### src/rtl/sipo_pkg.sv
// Shared constants for the PISO/SIPO serial link: default word width,
// bit-order encodings and the bit-counter width helper.
package sipo_pkg;

    localparam int DEF_WIDTH = 4;

    localparam int LSB_ORDER = 0;
    localparam int MSB_ORDER = 1;

    // $clog2(2) is 1 but $clog2(1) is 0; keep the counter at least one bit wide.
    function automatic int cnt_w(input int w);
        return (w <= 2) ? 1 : $clog2(w);
    endfunction

endpackage

### src/rtl/sipo_shift_core.sv
// Shift register and bit counter for the deserializer; flags the edge at
// which a full word is assembled and presents that word combinationally.
module sipo_shift_core
    import sipo_pkg::*;
#(
    parameter  int WIDTH     = DEF_WIDTH,
    parameter  int MSB_FIRST = MSB_ORDER,
    localparam int CW        = cnt_w(WIDTH)
) (
    input  logic             clk,
    input  logic             rst,
    input  logic             sin,
    input  logic             sin_valid,
    input  logic             clr,
    output logic [WIDTH-1:0] word,
    output logic             word_done,
    output logic [CW-1:0]    bit_cnt
);

    // Only WIDTH-1 history bits are stored: the bit that would fall off the
    // far end is never part of a completed word.
    logic [WIDTH-2:0] hist;
    logic [WIDTH-2:0] hist_nxt;
    logic             shift_en;

    assign shift_en = sin_valid & ~clr;

    generate
        if (MSB_FIRST == MSB_ORDER) begin : g_msb
            assign word     = {hist, sin};
            assign hist_nxt = word[WIDTH-2:0];
        end else begin : g_lsb
            assign word     = {sin, hist};
            assign hist_nxt = word[WIDTH-1:1];
        end
    endgenerate

    assign word_done = shift_en && (bit_cnt == CW'(WIDTH - 1));

    always_ff @(posedge clk or negedge rst) begin
        if (!rst) begin
            hist    <= '0;
            bit_cnt <= '0;
        end else if (clr) begin
            hist    <= '0;
            bit_cnt <= '0;
        end else if (sin_valid) begin
            hist    <= hist_nxt;
            bit_cnt <= word_done ? '0 : bit_cnt + CW'(1);
        end
    end

endmodule

### src/rtl/sipo_deser.sv
// Serial-to-parallel deserializer: one-deep holding register with a
// valid/ready output and a sticky overrun flag for words lost to back-pressure.
module sipo_deser
    import sipo_pkg::*;
#(
    parameter  int WIDTH     = DEF_WIDTH,
    parameter  int MSB_FIRST = MSB_ORDER,
    localparam int CW        = cnt_w(WIDTH)
) (
    input  logic             clk,
    input  logic             rst,
    input  logic             sin,
    input  logic             sin_valid,
    input  logic             clr,
    output logic [WIDTH-1:0] dout,
    output logic             dout_valid,
    input  logic             dout_ready,
    output logic             overrun,
    input  logic             overrun_clr,
    output logic [CW-1:0]    bit_cnt
);

    logic [WIDTH-1:0] word;
    logic             word_done;
    logic             slot_free;

    sipo_shift_core #(
        .WIDTH     (WIDTH),
        .MSB_FIRST (MSB_FIRST)
    ) u_core (
        .clk       (clk),
        .rst       (rst),
        .sin       (sin),
        .sin_valid (sin_valid),
        .clr       (clr),
        .word      (word),
        .word_done (word_done),
        .bit_cnt   (bit_cnt)
    );

    // A drain at the same edge frees the slot for the incoming word.
    assign slot_free = ~dout_valid | dout_ready;

    always_ff @(posedge clk or negedge rst) begin
        if (!rst) begin
            dout       <= '0;
            dout_valid <= 1'b0;
            overrun    <= 1'b0;
        end else begin
            if (word_done && slot_free) begin
                dout       <= word;
                dout_valid <= 1'b1;
            end else if (dout_valid && dout_ready) begin
                dout_valid <= 1'b0;
            end

            if (word_done && !slot_free)
                overrun <= 1'b1;
            else if (overrun_clr)
                overrun <= 1'b0;
        end
    end

endmodule
### config.mk
export PLATFORM = sky130hd
export DESIGN_NAME = sipo_deser
export DESIGN_NICKNAME = d
export VERILOG_FILES = /design/src/rtl/sipo_pkg.sv /design/src/rtl/sipo_shift_core.sv /design/src/rtl/sipo_deser.sv
export SDC_FILE = /design/constraint.sdc
export NUM_CORES = 1
export LEC_CHECK = 0
export BUFFER_PORTS_ARGS = -buffer_cell sky130_fd_sc_hd__buf_2
export CORE_AREA = 8 8 45 47
export DETAILED_ROUTE_END_ITERATION = 10
export DIE_AREA = 0 0 53 55
export HOLD_SLACK_MARGIN = 0.06
export SLEW_MARGIN = 5
export SYNTH_ARGS = -nofsm -noshare
export SYNTH_HDL_FRONTEND = slang
export SYNTH_HIERARCHICAL = 1
export SYNTH_SLANG_ARGS = --single-unit
### constraint.sdc
create_clock -name clk -period 1.73 [get_ports clk]
set_input_delay 0.346 -clock clk [delete_from_list [all_inputs] [get_ports clk]]
set_output_delay 0.346 -clock clk [all_outputs]
set_load 0.005 [all_outputs]
**Yosys cells after proc, flatten, opt, wreduce, memory -nomap -nowiden**

Index checks and enable logic that the tools add are counted.

- Eq/ne operators: 1
- Reductions and logical operators: 8
- Mux-type cells: 9
- Divide/modulo/power cells: 0
- Add/sub/neg operators: 1
- Multipliers: 0
- Shifts and indexed selects: 0
- Bitwise operators: 4
- $lt $le $gt $ge: 0

Operators by type and width:

| operator | number |
|---|---|
| $mux 2 | 3 |
| $mux 3 | 2 |
| $reduce_bool 2->1 | 3 |
| $logic_and 1x1->1 | 4 |
| $mux 1 | 4 |
| $add 2x1->2 const B | 1 |
| $eq 2x2->1 const B | 1 |
| $not 1->1 | 2 |
| $and 1x1->1 | 1 |
| $logic_not 1->1 | 1 |
| $or 1x1->1 | 1 |

- Memory bits (writable): 0
- Bits in latches: 0
- Input bits: 7
- Register bits after elaboration: 11
- Memories: 0
- ROM bits: 0

**Depth between registers and ports, before layout**

Gate-level depths: netlist (run 1).

- Depth in word-level cells: 6
- Gate-level depth with buffers: 5

**Hierarchy**

The synthesis (run 1) kept the hierarchy.

Modules (own cells, without submodules):

| module | instances | area an instance (um^2) | seq. area each (um^2) | cells each |
|---|---|---|---|---|
| sipo_deser | 1 | 252.7 | 150.1 | 16 |
| sipo_shift_core | 1 | 242.7 | 125.1 | 21 |

**Worst setup path before layout (run 1)**

OpenSTA, ideal clock, no wires.

- Path type: register to register
- Start: register u_core.bit_cnt[0]
- End: register dout[0]
- Setup slack: 0.453 ns
- Arrival: 1.152 ns
- Cell stages (with the launch flop): 6
- Buffers on the path: 0
- Period minus slack after synthesis: 1.277 ns
- Cells stage by stage: dfrtp_1 ha_1 nand2_1 nor2_1 nand2_4 mux2_4

- Word-level cells in the longest chain between the ends: 3

Ends and longest elaborated chain:

| what | RTL line | source |
|---|---|---|
| from (decl) | sipo_shift_core.sv:17 | `output logic [CW-1:0] bit_cnt` |
| from (signal assigned) | sipo_shift_core.sv:49 | `bit_cnt <= word_done ? '0 : bit_cnt + CW'(1);` |
| $eq 2x2->1 | sipo_shift_core.sv:38 | `assign word_done = shift_en && (bit_cnt == CW'(WIDTH - 1));` |
| $logic_and 1x1->1 | sipo_shift_core.sv:38 |  |
| net word_done | sipo_deser.sv:24 | `logic word_done;` |
| $logic_and 1x1->1 | sipo_deser.sv:50 | `if (word_done && slot_free) begin` |
| to (signal assigned) | sipo_deser.sv:51 | `dout <= word;` |
| to (decl) | sipo_deser.sv:15 | `output logic [WIDTH-1:0] dout,` |

The timed path passes the listed nets, and every way through them passes these cells.
A chain may end at the register's enable or synchronous reset.

**Worst setup path in the final report (run 1)**

Same ends and word-level chain as after synthesis.

==> flow_metrics.tcl, run 1 <==
set metrics [dict create \
    status "completed" \
    cts_sinks 11 \
    avgSynthCellArea_um2 13.39 \
    finalSetupViolCount 0 \
    hold_class "primary input to flip-flop" \
    clk_latency_ns 0.27 \
    drt-initial-drc-count 3 \
    crit_path_end_kind "flip-flop" \
    ys.flop_type "dfrtp_1" \
    synth.distinct_cells 15 \
    synth_top_area_share_pct 55.56 \
    ir_worst_vdd_v 0.0004432 \
    finalSetupTns_ns 0 \
    tightest_slew_ns 0.2484 \
    drive_gt1_share_pct 44.44 \
    reg2regPathDepth 5 \
    critPathKind "flip-flop to flip-flop" \
    rows 14 \
    ys_warn_count 6 \
    power_uw 506.7 \
    multiInputGateArea_um2 193.9 \
    layout_min_cycle_time_ns 1.337 \
    async_reset_ff_share_pct 100.0 \
    post-route-period-util_pct 77.26 \
    io_buffer_count 14 \
    n_antenna_cell 0 \
    grt_overflow 0 \
    grt_util_all_layers_pct 7.493 \
    max-cap-violations 0 \
    firstDrtPassIters 2 \
    die_h_um 55 \
    worst_setup_path_start_kind "flip-flop" \
    dpl.hpwl_um 699.6 \
    postCtsSetupBuffers 0 \
    whs_path_depth 2 \
    synth_cells 37 \
    finClkSkew_ns 0.002420 \
    regArea_um2 275.3 \
    required_ns 1.88 \
    placedCellCount 65 \
    numCtsBuffers 3 \
    power_leakage_nw 0.3422 \
    grt_max_degree 12 \
    via_per_inst 4.671 \
    postRouteAntennaNets 0 \
    synth_edf_count 0 \
    finalMaxSlewViolations 0 \
    layout.nets 63 \
    grt_pass1_wl_um 1518 \
    ys_seq_elements 11 \
    clkTransAtPathRegs_ns 0.07 \
    fmax_mhz 748.2 \
    grt_setup_unrepaired "false" \
    globalplace.congestion 0.7064 \
    vias 327 \
    ys_top_cells_by_area "dfrtp_1, mux2_4, mux2i_1" \
    path_max_fanout 4 \
    io_pins 15 \
    slew_headroom_pct 83.44 \
    final_area_um2 603.1 \
    yosysTopAreaCell "dfrtp_1" \
    clk_root_buffer_cell "clkbuf_4" \
    synthesis.nets 45 \
    grt_pass1_vias 333 \
    powerDensity_nw_per_um2 840.2 \
    drc 0 \
    postRouteWirelength_um 928 \
    dieArea_um2 2915 \
    die_w_um 53 \
    fin_cells 70 \
    nFillCells 141 \
    yosysMostFrequentCell "dfrtp_1" \
    synth-seq-area-share_pct 55.56 \
    cp.arrival_ns 1.49 \
    wl_per_cell_um 13.26 \
    dpl_cell_area_um2 566.8 \
    start_util_pct 35.80 \
    clock_path_buffers 2 \
    netlist_area_um2 495.5 \
    area_growth_pct 21.72 \
    yosys-top-cells-count "dfrtp_1, nor2_1, mux2_4, mux2i_1" \
    final-hold-violation-count 0 \
    cts_tree "done" \
    antenna_found_initial 0 \
    htree_num_levels 1 \
    core_region_area_um2 1384 \
]
## registers in the layout, summed over array words and instances (netlist names)
register	flops
dout	4
u_core/hist	3
dout_valid	1
u_core/bit_cnt	2
overrun	1
## area by class of cell
type	instances	share of cell area, %
inverters	2	1.245
repair buffers	15	13.28
flip-flops and latches	11	45.64
multi-input cells	22	32.16
well taps	16	3.320
clock buffers	4	4.357
## placed cells by master, fill, tap and decap left out
| cell | netlist | layout |
|---|---|---|
| buf_2 | 0 | 14 |
| dfrtp_1 | 11 | 11 |
| nor2_1 | 5 | 5 |
| mux2_4 | 4 | 4 |
| mux2i_1 | 4 | 4 |
| clkbuf_4 | 0 | 3 |
| inv_1 | 2 | 2 |
| nand2_1 | 2 | 2 |
| nand2b_4 | 1 | 1 |
| nand2_4 | 1 | 1 |
| o22ai_1 | 1 | 1 |
| clkbuf_1 | 0 | 1 |
| dlygate4sd3_1 | 0 | 1 |
| or3b_1 | 1 | 1 |
| nand2b_1 | 1 | 1 |
| a21oi_2 | 1 | 1 |
| ha_1 | 1 | 1 |
## critical path, cell delays in order (launching register included)
cell     delay [ns]
dfrtp_1        0.38
ha_1           0.17
nand2_1        0.05
nor2_1         0.20
nand2_4        0.11
mux2_4         0.31
## final timing paths
| path | startpoint | endpoint | slack (ns) |
|---|---|---|---|
| max in group asynchronous | rst | u_core/hist[2]$_DFFE_PN0P_ | 1.05 |
| hold reg to reg | dout[2]$_DFFE_PN0P_ | dout[2]$_DFFE_PN0P_ | 0.51 |
| setup / recovery | u_core/bit_cnt[0]$_DFFE_PN0P_ | dout[0]$_DFFE_PN0P_ | 0.39 |
| hold / removal | overrun_clr | overrun$_DFFE_PN0P_ | 0.28 |
| setup reg to reg | u_core/bit_cnt[0]$_DFFE_PN0P_ | dout[0]$_DFFE_PN0P_ | 0.39 |
| min in group asynchronous | rst | u_core/hist[0]$_DFFE_PN0P_ | 0.48 |
## what timing repair did
| action | 4_1_cts | 5_1_grt |
|---|---|---|
| hold buffers | 1 | 0 |
| resized for setup | 0 | 0 |
| endpoints found under the hold margin | 11 | 0 |
## through the flow
| stage | setup WS (ns) | util [%] | hold WS (ns) |
|---|---|---|---|
| CTS | 0.3878 | 43.58 | 0.2678 |
| floorplan | 0.4528 | - | 0.05041 |
| detailed placement | 0.3956 | 40.96 | 0.2260 |
| global placement | 0.4036 | 40.96 | 0.2310 |
| global route | 0.2936 | 43.58 | 0.2670 |
| finish | 0.3934 | 43.58 | 0.2768 |
## power by group
part           internal [mW]  total [mW]  switching [mW]
Combinational         0.0302      0.0546          0.0244
Sequential             0.269       0.277         0.00804
Clock                 0.0892       0.175          0.0858
## logic make-up (layout without fill, tap and decap cells)
kind of cell	after synthesis	count (layout)	synth area share (%)
compound gates	2	2	3.031
fa+ha+maj	1	1	2.525
buf+inv	4	21	5.304
flops	11	11	55.55
mux	8	8	20.20
simple gates	11	11	13.39
## layer usage
layer / track usage [%] / part of all wire [%]
met5: 0 / 0
met4: 3.879 / 0.97
met3: 4.813 / 11
met2: 10.55 / 44
met1: 8.554 / 44
Power figures use the tool's default switching activity.
==> run 2, diff against run 1 <==
==> constraint.sdc (replaced) <==
create_clock -name clk -period 1.1 [get_ports clk]
set_input_delay 0.22 -clock clk [delete_from_list [all_inputs] [get_ports clk]]
set_output_delay 0.22 -clock clk [all_outputs]
set_load 0.005 [all_outputs]
==> flow_metrics.tcl, run 2 (same netlist as run 1, synthesis figures left out) <==
set metrics [dict create \
    swShare_pct 23.68 \
    clock_path_buffers 2 \
    powerDensity_nw_per_um2 1241 \
    pwr-share-clk_pct 34.0 \
    finalMaxSlewViolations 0 \
    p_switching_uw 194.0 \
    placedCellCount 70 \
    start_util_pct 35.80 \
    met1_usage_pct 9.502 \
    numCtsBuffers 3 \
    final-hold-violation-count 0 \
    required_ns 1.26 \
    rows 14 \
    ir_worst_vdd_v 0.0005144 \
    path_max_fanout 4 \
    grt_pass1_vias 380 \
    antenna_found_initial 0 \
    area_growth_pct 33.33 \
    postRouteAntennaNets 0 \
    fin_cells 76 \
    top_register "dout" \
    die_h_um 55 \
    layout.nets 69 \
    power_leakage_nw 0.3703 \
    clk_root_buffer_cell "clkbuf_4" \
    comb_power_share_pct 13.0 \
    hold_ws_ns 0.1737 \
    use_met2_pct 12.11 \
    core_region_area_um2 1384 \
    grt_busiest_layer "met2" \
    nFillCells 140 \
    fmax_mhz 818.6 \
    grt_setup_unrepaired "true" \
    slew_headroom_pct 83.26 \
    hold_class "primary input to flip-flop" \
    crit_path_end_kind "flip-flop" \
    htree_num_levels 1 \
    tightest_slew_ns 0.2512 \
    drive_gt1_share_pct 55.00 \
    worst_setup_path_start_kind "flip-flop" \
    final_cell_mix "buf_2, dfrtp_1, buf_4" \
    finalSetupViolCount 8 \
    n_antenna_cell 0 \
    drc 0 \
    firstDrtPassIters 4 \
    globalplace.congestion 0.6284 \
    clkTransAtPathRegs_ns 0.07 \
    drt-initial-drc-count 7 \
    via_per_inst 4.539 \
    io_pins 15 \
    status "complete, but fails checks" \
    post-route-period-util_pct 111.1 \
    cts_sinks 11 \
    dieArea_um2 2915 \
    cp.arrival_ns 1.38 \
    p_seq_share_pct 53.0 \
    finClkSkew_ns 0.0003573 \
    layout_min_cycle_time_ns 1.222 \
    die_w_um 53 \
    grt_overflow 0 \
    cts_tree "done" \
    grt_pass1_wl_um 1690 \
    power_uw 819.5 \
    vias 345 \
    cellInternalPower_uw 625.5 \
    io_buffer_count 14 \
    met3_usage_pct 2.941 \
    critPathKind "flip-flop to flip-flop" \
    largest_reg_flops 4 \
    grt_util_all_layers_pct 8.214 \
    final_common_cell "buf_2" \
    grt_max_degree 12 \
    worst_slack_ns -0.1216 \
    largestRegisters "dout (4), u_core/hist (3), u_core/bit_cnt (2)" \
    violations "negative setup slack" \
    post-place-ws_ns -0.1359 \
    max-cap-violations 0 \
    postRouteWirelength_um 1039 \
    wl_per_cell_um 13.67 \
    clk_latency_ns 0.27 \
]
-- run 2: final cells by class --
type,count,area (um^2),area share (%)
Timing Repair Buffer,21,125.1,18.94
Sequential cell,11,275.3,41.67
Tap cell,16,20.02,3.030
Inverter,2,7.507,1.136
Multi-Input combinational cell,22,206.4,31.25
Clock buffer,4,26.28,3.977
-- run 2: path summary, 6_finish.rpt --
check                                              start                    endpoint  slack [ns]  cells past startpoint
setup / recovery           u_core/bit_cnt[0]$_DFFE_PN0P_         dout[1]$_DFFE_PN0P_       -0.12                      5
hold reg to reg                      dout[0]$_DFFE_PN0P_         dout[0]$_DFFE_PN0P_        0.51                      1
hold / removal                               overrun_clr         overrun$_DFFE_PN0P_        0.17                      2
min in group asynchronous                            rst  u_core/hist[0]$_DFFE_PN0P_        0.34                      2
max in group asynchronous                            rst  u_core/hist[1]$_DFFE_PN0P_        0.56                      2
setup reg to reg           u_core/bit_cnt[0]$_DFFE_PN0P_         dout[1]$_DFFE_PN0P_       -0.12                      5
-- run 2: timing repair --
item                                   CTS  global route
gates resized for setup                  3             0
endpoints found under the hold margin   11             0
hold buffers                             1             0
setup endpoints to repair                7             8
buffers inserted                         0             1
pin swaps                                3             1
-- run 2: layer usage --
| metal | share of wire (%) | vias to the layer above |
|---|---|---|
| met5 | 0 | - |
| met4 | 2.4 | 0 |
| met3 | 9.8 | 3 |
| met2 | 48 | 14 |
| met1 | 40 | 162 |
| li1 | - | 166 |
-- run 2: worst max-delay path, stage by stage (launching register included) --
cell and delay [ns]:
dfrtp_1 0.36, ha_2 0.19, nand2_2 0.06, nor2_4 0.11
nand2_4 0.09, mux2_4 0.30
-- run 2: per-stage QoR --
step,TNS (ns),util [%],area (um^2)
global placement,-0.4832,43.85,606.8
CTS,-0.6834,47.20,653.1
detailed placement,-0.5868,43.85,606.8
global route,-0.9577,47.74,660.6
finish,-0.5982,47.74,660.6
floorplan,-0.5464,-,498.0
-- run 2: power by group through the flow --
stage | Combinational [mW] | Sequential (mW) | Clock (mW)
floorplan | 0.0469 | 0.444 | 0
global placement | 0.103 | 0.442 | 0
detailed placement | 0.104 | 0.443 | 0
CTS | 0.109 | 0.435 | 0.281
global route | 0.122 | 0.437 | 0.313
finish | 0.107 | 0.435 | 0.278
